**src/rtl/pea_drain_pkg.sv**
```systemverilog
// Shared definitions for the PEA result/status drain: state encoding and
// default widths for the FIFO entries, populations and counters.
package pea_drain_pkg;

    localparam int WIDTH_DEF = 32;
    localparam int POP_W_DEF = 5;
    localparam int CNT_W_DEF = 16;

    typedef enum logic [1:0] {
        IDLE    = 2'd0,
        READ    = 2'd1,
        CAPTURE = 2'd2,
        PRESENT = 2'd3
    } drain_state_t;

endpackage

```
**src/rtl/pea_result_drain.sv**
```systemverilog
// Drains the paired result/status FIFOs in lock-step, one entry pair per
// sequence, and hands each pair to a downstream sink over valid/ready with a
// running index. In flush mode the pair is popped and discarded instead.
// Population disagreement seen while idle raises a sticky error flag.
module pea_result_drain
    import pea_drain_pkg::*;
#(
    parameter int WIDTH = WIDTH_DEF,
    parameter int POP_W = POP_W_DEF,
    parameter int CNT_W = CNT_W_DEF
) (
    input  logic             clk,
    input  logic             rst,
    input  logic             drain_en,
    input  logic             flush,
    input  logic [POP_W-1:0] result_pop,
    input  logic [POP_W-1:0] status_pop,
    input  logic [WIDTH-1:0] result_dout,
    input  logic [WIDTH-1:0] status_dout,
    output logic             rd_en_result,
    output logic             rd_en_status,
    output logic             out_valid,
    input  logic             out_ready,
    output logic [WIDTH-1:0] out_result,
    output logic [WIDTH-1:0] out_status,
    output logic [CNT_W-1:0] out_index,
    output logic [CNT_W-1:0] drop_count,
    output logic             err_mismatch,
    output logic             busy
);

    localparam logic [POP_W-1:0] POP_ZERO = {POP_W{1'b0}};
    localparam logic [CNT_W-1:0] CNT_ZERO = {CNT_W{1'b0}};
    localparam logic [CNT_W-1:0] CNT_ONE  = {{(CNT_W-1){1'b0}}, 1'b1};
    localparam logic [WIDTH-1:0] DATA_ZERO = {WIDTH{1'b0}};

    drain_state_t state_r;
    logic         drop_mode_r;
    logic         mismatch_s;
    logic         qualify_s;

    // Decide whether the FIFO populations allow a safe lock-step pop.
    always_comb begin
        mismatch_s = 1'b0;
        qualify_s  = 1'b0;
        if (result_pop != status_pop) begin
            mismatch_s = 1'b1;
        end else begin
            mismatch_s = 1'b0;
        end
        if (drain_en && (result_pop != POP_ZERO) && !mismatch_s) begin
            qualify_s = 1'b1;
        end else begin
            qualify_s = 1'b0;
        end
    end

    // Sequence FSM; every output is a register updated alongside the state.
    always_ff @(posedge clk) begin
        if (rst) begin
            state_r      <= IDLE;
            drop_mode_r  <= 1'b0;
            rd_en_result <= 1'b0;
            rd_en_status <= 1'b0;
            out_valid    <= 1'b0;
            out_result   <= DATA_ZERO;
            out_status   <= DATA_ZERO;
            out_index    <= CNT_ZERO;
            drop_count   <= CNT_ZERO;
            err_mismatch <= 1'b0;
            busy         <= 1'b0;
        end else begin
            case (state_r)
                IDLE: begin
                    if (mismatch_s) begin
                        err_mismatch <= 1'b1;
                    end
                    if (qualify_s) begin
                        state_r      <= READ;
                        drop_mode_r  <= flush;
                        rd_en_result <= 1'b1;
                        rd_en_status <= 1'b1;
                        busy         <= 1'b1;
                    end else begin
                        state_r <= IDLE;
                        busy    <= 1'b0;
                    end
                end
                READ: begin
                    // Pop strobes last exactly one cycle per sequence.
                    rd_en_result <= 1'b0;
                    rd_en_status <= 1'b0;
                    state_r      <= CAPTURE;
                end
                CAPTURE: begin
                    // FIFO read data is valid now, one cycle after the pop.
                    if (drop_mode_r) begin
                        drop_count <= drop_count + CNT_ONE;
                        state_r    <= IDLE;
                        busy       <= 1'b0;
                    end else begin
                        out_result <= result_dout;
                        out_status <= status_dout;
                        out_valid  <= 1'b1;
                        state_r    <= PRESENT;
                    end
                end
                PRESENT: begin
                    if (out_ready) begin
                        out_valid <= 1'b0;
                        out_index <= out_index + CNT_ONE;
                        state_r   <= IDLE;
                        busy      <= 1'b0;
                    end else begin
                        state_r <= PRESENT;
                    end
                end
                default: begin
                    state_r      <= IDLE;
                    rd_en_result <= 1'b0;
                    rd_en_status <= 1'b0;
                    out_valid    <= 1'b0;
                    busy         <= 1'b0;
                end
            endcase
        end
    end

endmodule

```
**config.mk**
```make
export PLATFORM = sky130hd
export DESIGN_NAME = pea_result_drain
export DESIGN_NICKNAME = d
export VERILOG_FILES = /design/src/rtl/pea_drain_pkg.sv /design/src/rtl/pea_result_drain.sv
export SDC_FILE = /design/constraint.sdc
export NUM_CORES = 1
export LEC_CHECK = 0
export ABC_CLOCK_PERIOD_IN_PS = 2400
export BUFFER_PORTS_ARGS = -buffer_cell sky130_fd_sc_hd__buf_2
export CAP_MARGIN = 20
export CORE_UTILIZATION = 25
export DETAILED_ROUTE_END_ITERATION = 7
export GPL_TIMING_DRIVEN = 0
export PLACE_DENSITY_LB_ADDON = 0.12
export SETUP_SLACK_MARGIN = 0.05
export SLEW_MARGIN = 20
export SYNTH_ARGS = -nofsm -noshare
export SYNTH_HDL_FRONTEND = slang
export SYNTH_SLANG_ARGS = --single-unit
```
**constraint.sdc**
```tcl
create_clock -name clk -period 2.4 [get_ports clk]
set_input_delay 0.24 -clock clk [delete_from_list [all_inputs] [get_ports clk]]
set_output_delay 0.24 -clock clk [all_outputs]
set_load 0.01 [all_outputs]
```
## Word level (Yosys, flattened, before mapping)

Index checks and enable logic that the tools add are counted.

| storage, ports and cells | value |
|---|---|
| register bits | 103 |
| input bits | 79 |
| output and inout port bits | 101 |

| cells by class | value |
|---|---|
| add/subtract/negate cells | 2 |
| equality and inequality tests | 8 |
| muxes and demuxes | 14 |
| bitwise logic cells | 1 |
| reductions and logical operators | 16 |

Operator list:

| cell | count |
|---|---|
| 16-bit by 1-bit adder with 16-bit output (second input constant) | 2 |
| 2-bit AND reduction | 6 |
| 1-bit 2-to-1 mux | 8 |
| 2-bit != test (second input constant) | 4 |
| 2-bit case mux with 4 select lines | 1 |
| 3-bit AND reduction | 2 |
| 5-bit != test | 1 |
| 5-bit nonzero test | 1 |
| 2-bit == test (second input constant) | 2 |
| 2-bit 2-to-1 mux | 2 |
| 1-bit case mux with 2 select lines | 2 |
| 2-bit nonzero test | 2 |
| 1-bit case mux with 3 select lines | 1 |
| 3-bit nonzero test | 1 |
| 2-bit by 1-bit == test with 1-bit output (second input constant) | 1 |
| 1-bit logical AND | 2 |
| 2-bit zero test | 1 |
| 1-bit zero test | 1 |
| 1-bit NOT | 1 |

## Logic depth before layout (Yosys ltp)

| logic depth | value |
|---|---|
| depth after elaboration | 7 |
| depth in mapped cells | 7 |
| depth with buffers taken out | 5 |

## Least setup slack after synthesis

Ideal clock, no wire load.

| timing | value |
|---|---|
| path kind | register -> register |
| from | register out_index[3] |
| to | register out_index[15] |
| library setup time | 0.123 ns |
| data arrival time | 1.680 ns |
| required time | 2.277 ns |
| path slack | 0.597 ns |
| stages on the path, launching flop included | 5 |
| buffers on the path | 0 |
| path through | dfxtp_1 > nand4_1 > nor4_1 > nor3b_1 > mux2_1 |

| between the ends | value |
|---|---|
| word-level cells in the longest chain between the ends | 1 |

RTL lines:

| what | RTL line | RTL |
|---|---|---|
| start, declared | pea_result_drain.sv:26 | `output logic [CNT_W-1:0] out_index,` |
| start signal, assigned | pea_result_drain.sv:111 | `out_index <= out_index + CNT_ONE;` |
| 16-bit by 1-bit adder with 16-bit output | pea_result_drain.sv:111 |  |

Every way passes these cells.
A chain may end at the register's enable or synchronous reset.

## Worst setup path after layout

Ends and elaborated chain as after synthesis.

==> run summary <==
The flow ran to the end, and the final reports show no timing, DRC or antenna violations. The H-tree was split into 3 levels. The total congestion overflow after global routing was 0. The relative max-transition margin was 0.5159. Post-route total power: 3.381 mW.

The post-synthesis to final-layout area growth was 36.28%; the summed area of non-filler cells in the final layout was 5448 sq um. Cell with the most instances after synthesis: sky130_fd_sc_hd__nand2_1. The number of warnings reported in the yosys synthesis log is 0, and the flop and latch count out of synthesis is 103. The post-route clock period utilization works out to 0.8519.

The global-route wire length before repair is 18.15 mm, and the source-to-sink clock delay at the later pin of the worst-skew pair is 0.35 ns. Floorplan row count: 45. The tools report the number of nets in the layout as 762. In this run, synthesis inferred 0 flip-flops with an integrated enable.

For this block, the initial DRC count from the detailed router was 72. The detailed-router iteration count before antenna repair was 4. The run gives 0 as the count of cells resized by post-cts repair. The tools report the endpoint class of the critical path as a flip-flop. The category of the worst setup path launch point was a flip-flop.

Once detail routing completed, the nets flagged for antenna violations numbered 0. After detailed placement, the total cell area comes to 5152 sq um. For the detailed placer's ending HPWL, the log shows 8.927 mm.

At the end of routability-driven placement, the weighted congestion stood at 0.7348. The repair_antennas step left the layout with diodes totalling 0. The post-synthesis async set-or-reset flop share came out at 0. For the final setup violation count, the log shows 0.

The logs give 2.28 ns for the data arrival time of the critical path and 103 for the clock sink count. Entering global routing, the biggest net connects 17 pins. A synthesized cell averages 8.125 sq um. For the synthesized cell area, the log shows 3998 sq um.

The share of cells above drive strength 1 works out to 0.3003. In the synthesized netlist, the number of instances is 492. After detailed routing, the total wire length is 11.81 mm. The area fraction of the dominant cell type after synthesis is 0.5158, and the setup fix buffers added after clock tree synthesis is 0. Maximum fanout encountered on the critical timing path: 7.

In the final routed layout, each cell accounts on average for 13.17 um. The maximum clock frequency is 0.4891 GHz. For the finished layout, the period the worst path requires is 2.045 ns. For the initial cell density of the core, the log shows 0.2591.

CTS placed an instance of sky130_fd_sc_hd__clkbuf_16 at the clock tree root. During placement, the flow inserted port buffers numbering 178. The number of nets in the synthesized netlist is 573.

Counting instances in the post-synthesis netlist gives the leading cell types as 141 x sky130_fd_sc_hd__nand2_1, 103 x sky130_fd_sc_hd__dfxtp_1, 77 x sky130_fd_sc_hd__a21oi_1. For this design, the CTS-stage hold fixing added 0 buffers. The clock input transition at the sequential cells of the worst setup and hold paths was 0.07 ns. The worst setup path is of the flip-flop to flip-flop kind. The number of ports placed on the die boundary was 180. The logs give 1685 for the count of filler cells inserted in the layout and 15430 sq um for the standard cell core area.

Among all flip-flop cells after synthesis, the most frequent one is sky130_fd_sc_hd__dfxtp_1. The cell depth of the worst min-delay path is 3, and the count of final hold-check violations is 0. The via count of the first global-routing pass came out at 3674. At the pin with the least slew margin, the transition time is 0.7195 ns.

The class of the most critical hold timing path is primary input to flip-flop. The number of maximum-capacitance violations came out at 0. The clock passes through at most 2 buffers.

Setup total negative slack on the finished layout was measured at 0 ns. The die extent in y was 128.5 um. For the number of pins with negative max-slew slack in the final report, the log shows 0. For the area of the die, the log shows 16500 sq um. The tools report the count of distinct cell types in the synthesized netlist as 39.

The tools report the number of antenna violations at the first check in global routing as 0. The power density over the cells was 620.6 nW/um^2. Setup repair after global routing left no endpoint under its margin.

Detailed routing inserted a total of 3930 vias. In the routed design, unresolved DRC markers number 0. Clock skew on the completed layout was measured at 0.003907 ns.

Buffers inserted during clock tree synthesis total 9. Yosys attributes the largest share of cell area to sky130_fd_sc_hd__dfxtp_1 52%, sky130_fd_sc_hd__nand2_1 13%, sky130_fd_sc_hd__a21oi_1 9.6%, sky130_fd_sc_hd__nor2_1 2.6%, sky130_fd_sc_hd__xnor2_1 2.6%. The leakage dissipation was 2.323 nW.

The largest vdd supply drop is 0.3002 mV, and the global routing usage summed across all routing layers is 0.1431. Dividing the detail-routed via count by the number of cells gives 4.381. The horizontal extent of the die is 128.5 um. The logic depth of the worst register-to-register path came out at 4.

The run gives 0.5158 as the sequential area share after synthesis. Data on the critical path is required at its endpoint by 2.63 ns. The largest total area in the synthesized netlist belongs to sky130_fd_sc_hd__dfxtp_1.

TritonCTS built the clock tree.
==> state kept, by name, indices dropped and copies added, names as in the netlist <==
name,count
busy,1
drop_count,16
drop_mode_r,1
err_mismatch,1
out_index,16
out_result,32
out_status,32
out_valid,1
rd_en_status,1
state_r,2
==> per-stage QoR <==
step | std cells | worst slack, ns | hold WS [ns] | util
3_5_place_dp | 881 | 0.3329 | 0.4387 | 0.3340
2_1_floorplan | 492 | 0.5968 | 0.3760 | -
4_1_cts | 897 | 0.3219 | 0.1066 | 0.3531
6_report | 897 | 0.3554 | 0.1219 | 0.3531
3_3_place_gp | 881 | 0.3449 | 0.4355 | 0.3340
5_1_grt | 897 | 0.1645 | 0.1138 | 0.3531
==> worst max-delay path, cell delays in order (launching register included) <==
cell and delay, ns:
sky130_fd_sc_hd__dfxtp_1 0.42, sky130_fd_sc_hd__nand4_1 0.19, sky130_fd_sc_hd__nor4_1 0.69, sky130_fd_sc_hd__nor3b_1 0.29, sky130_fd_sc_hd__mux2_1 0.34
==> final cells by class <==
| cell class | count | area [sq um] | area share |
|---|---|---|---|
| clock inverters | 4 | 28.78 | 0.005283 |
| flip-flops and latches | 103 | 2062 | 0.3785 |
| multi-input cells | 350 | 1780 | 0.3268 |
| clock buffers | 12 | 266.5 | 0.04892 |
| repair buffers | 178 | 890.9 | 0.1635 |
| well taps | 211 | 264.0 | 0.04846 |
| inverters | 8 | 30.03 | 0.005512 |
| plain buffers | 31 | 125.1 | 0.02297 |
==> report_power, final <==
part           leakage (nW)  internal, mW  switching (mW)
Sequential            0.830          1.73          0.0121
Combinational          1.35        0.0902           0.118
Clock                 0.141         0.789           0.642
Total                  2.32          2.61           0.772
==> path summary, 6_finish.rpt <==
path,startpoint,to,slack [ns]
max,out_index[3]$_SDFFE_PP0P_,out_index[15]$_SDFFE_PP0P_,0.36
min,result_dout[6],out_result[6]$_SDFFE_PP0P_,0.12
max reg2reg,out_index[3]$_SDFFE_PP0P_,out_index[15]$_SDFFE_PP0P_,0.36
min reg2reg,err_mismatch$_SDFFE_PP0P_,err_mismatch$_SDFFE_PP0P_,0.45
==> placed cells by master, fill, tap and decap left out, types with 6 or more instances in the layout <==
| cell type | instances |
|---|---|
| sky130_fd_sc_hd__xnor2_1 | 12 |
| sky130_fd_sc_hd__or3_1 | 10 |
| sky130_fd_sc_hd__xor2_1 | 12 |
| sky130_fd_sc_hd__buf_1 | 11 |
| sky130_fd_sc_hd__inv_1 | 8 |
| sky130_fd_sc_hd__nand2_1 | 141 |
| sky130_fd_sc_hd__dfxtp_1 | 103 |
| sky130_fd_sc_hd__nor3_1 | 6 |
| sky130_fd_sc_hd__buf_2 | 182 |
| sky130_fd_sc_hd__nor2_1 | 28 |
| sky130_fd_sc_hd__clkbuf_16 | 9 |
| sky130_fd_sc_hd__a21oi_1 | 77 |
| sky130_fd_sc_hd__clkbuf_1 | 15 |
| sky130_fd_sc_hd__nor4_1 | 6 |
| sky130_fd_sc_hd__o21ai_0 | 9 |
| sky130_fd_sc_hd__nand3_1 | 11 |
==> kinds of logic after synthesis <==
| group | count (synthesis) | share of synthesized area |
|---|---|---|
| buf+inv | 39 | 0.03881 |
| compound gates | 91 | 0.1183 |
| xor+xnor | 24 | 0.05258 |
| fa+ha+maj | 2 | 0.006259 |
| flops | 103 | 0.5158 |
| simple gates | 227 | 0.2523 |
| mux | 6 | 0.01596 |
==> metal layers <==
metal	track usage	share of wire	vias up
met5	0	0	-
met4	0.06713	0.020	0
met3	0.05156	0.094	13
met2	0.2305	0.45	140
met1	0.1695	0.43	1774
li1	-	-	2003
(Power assumes the default switching activity.)
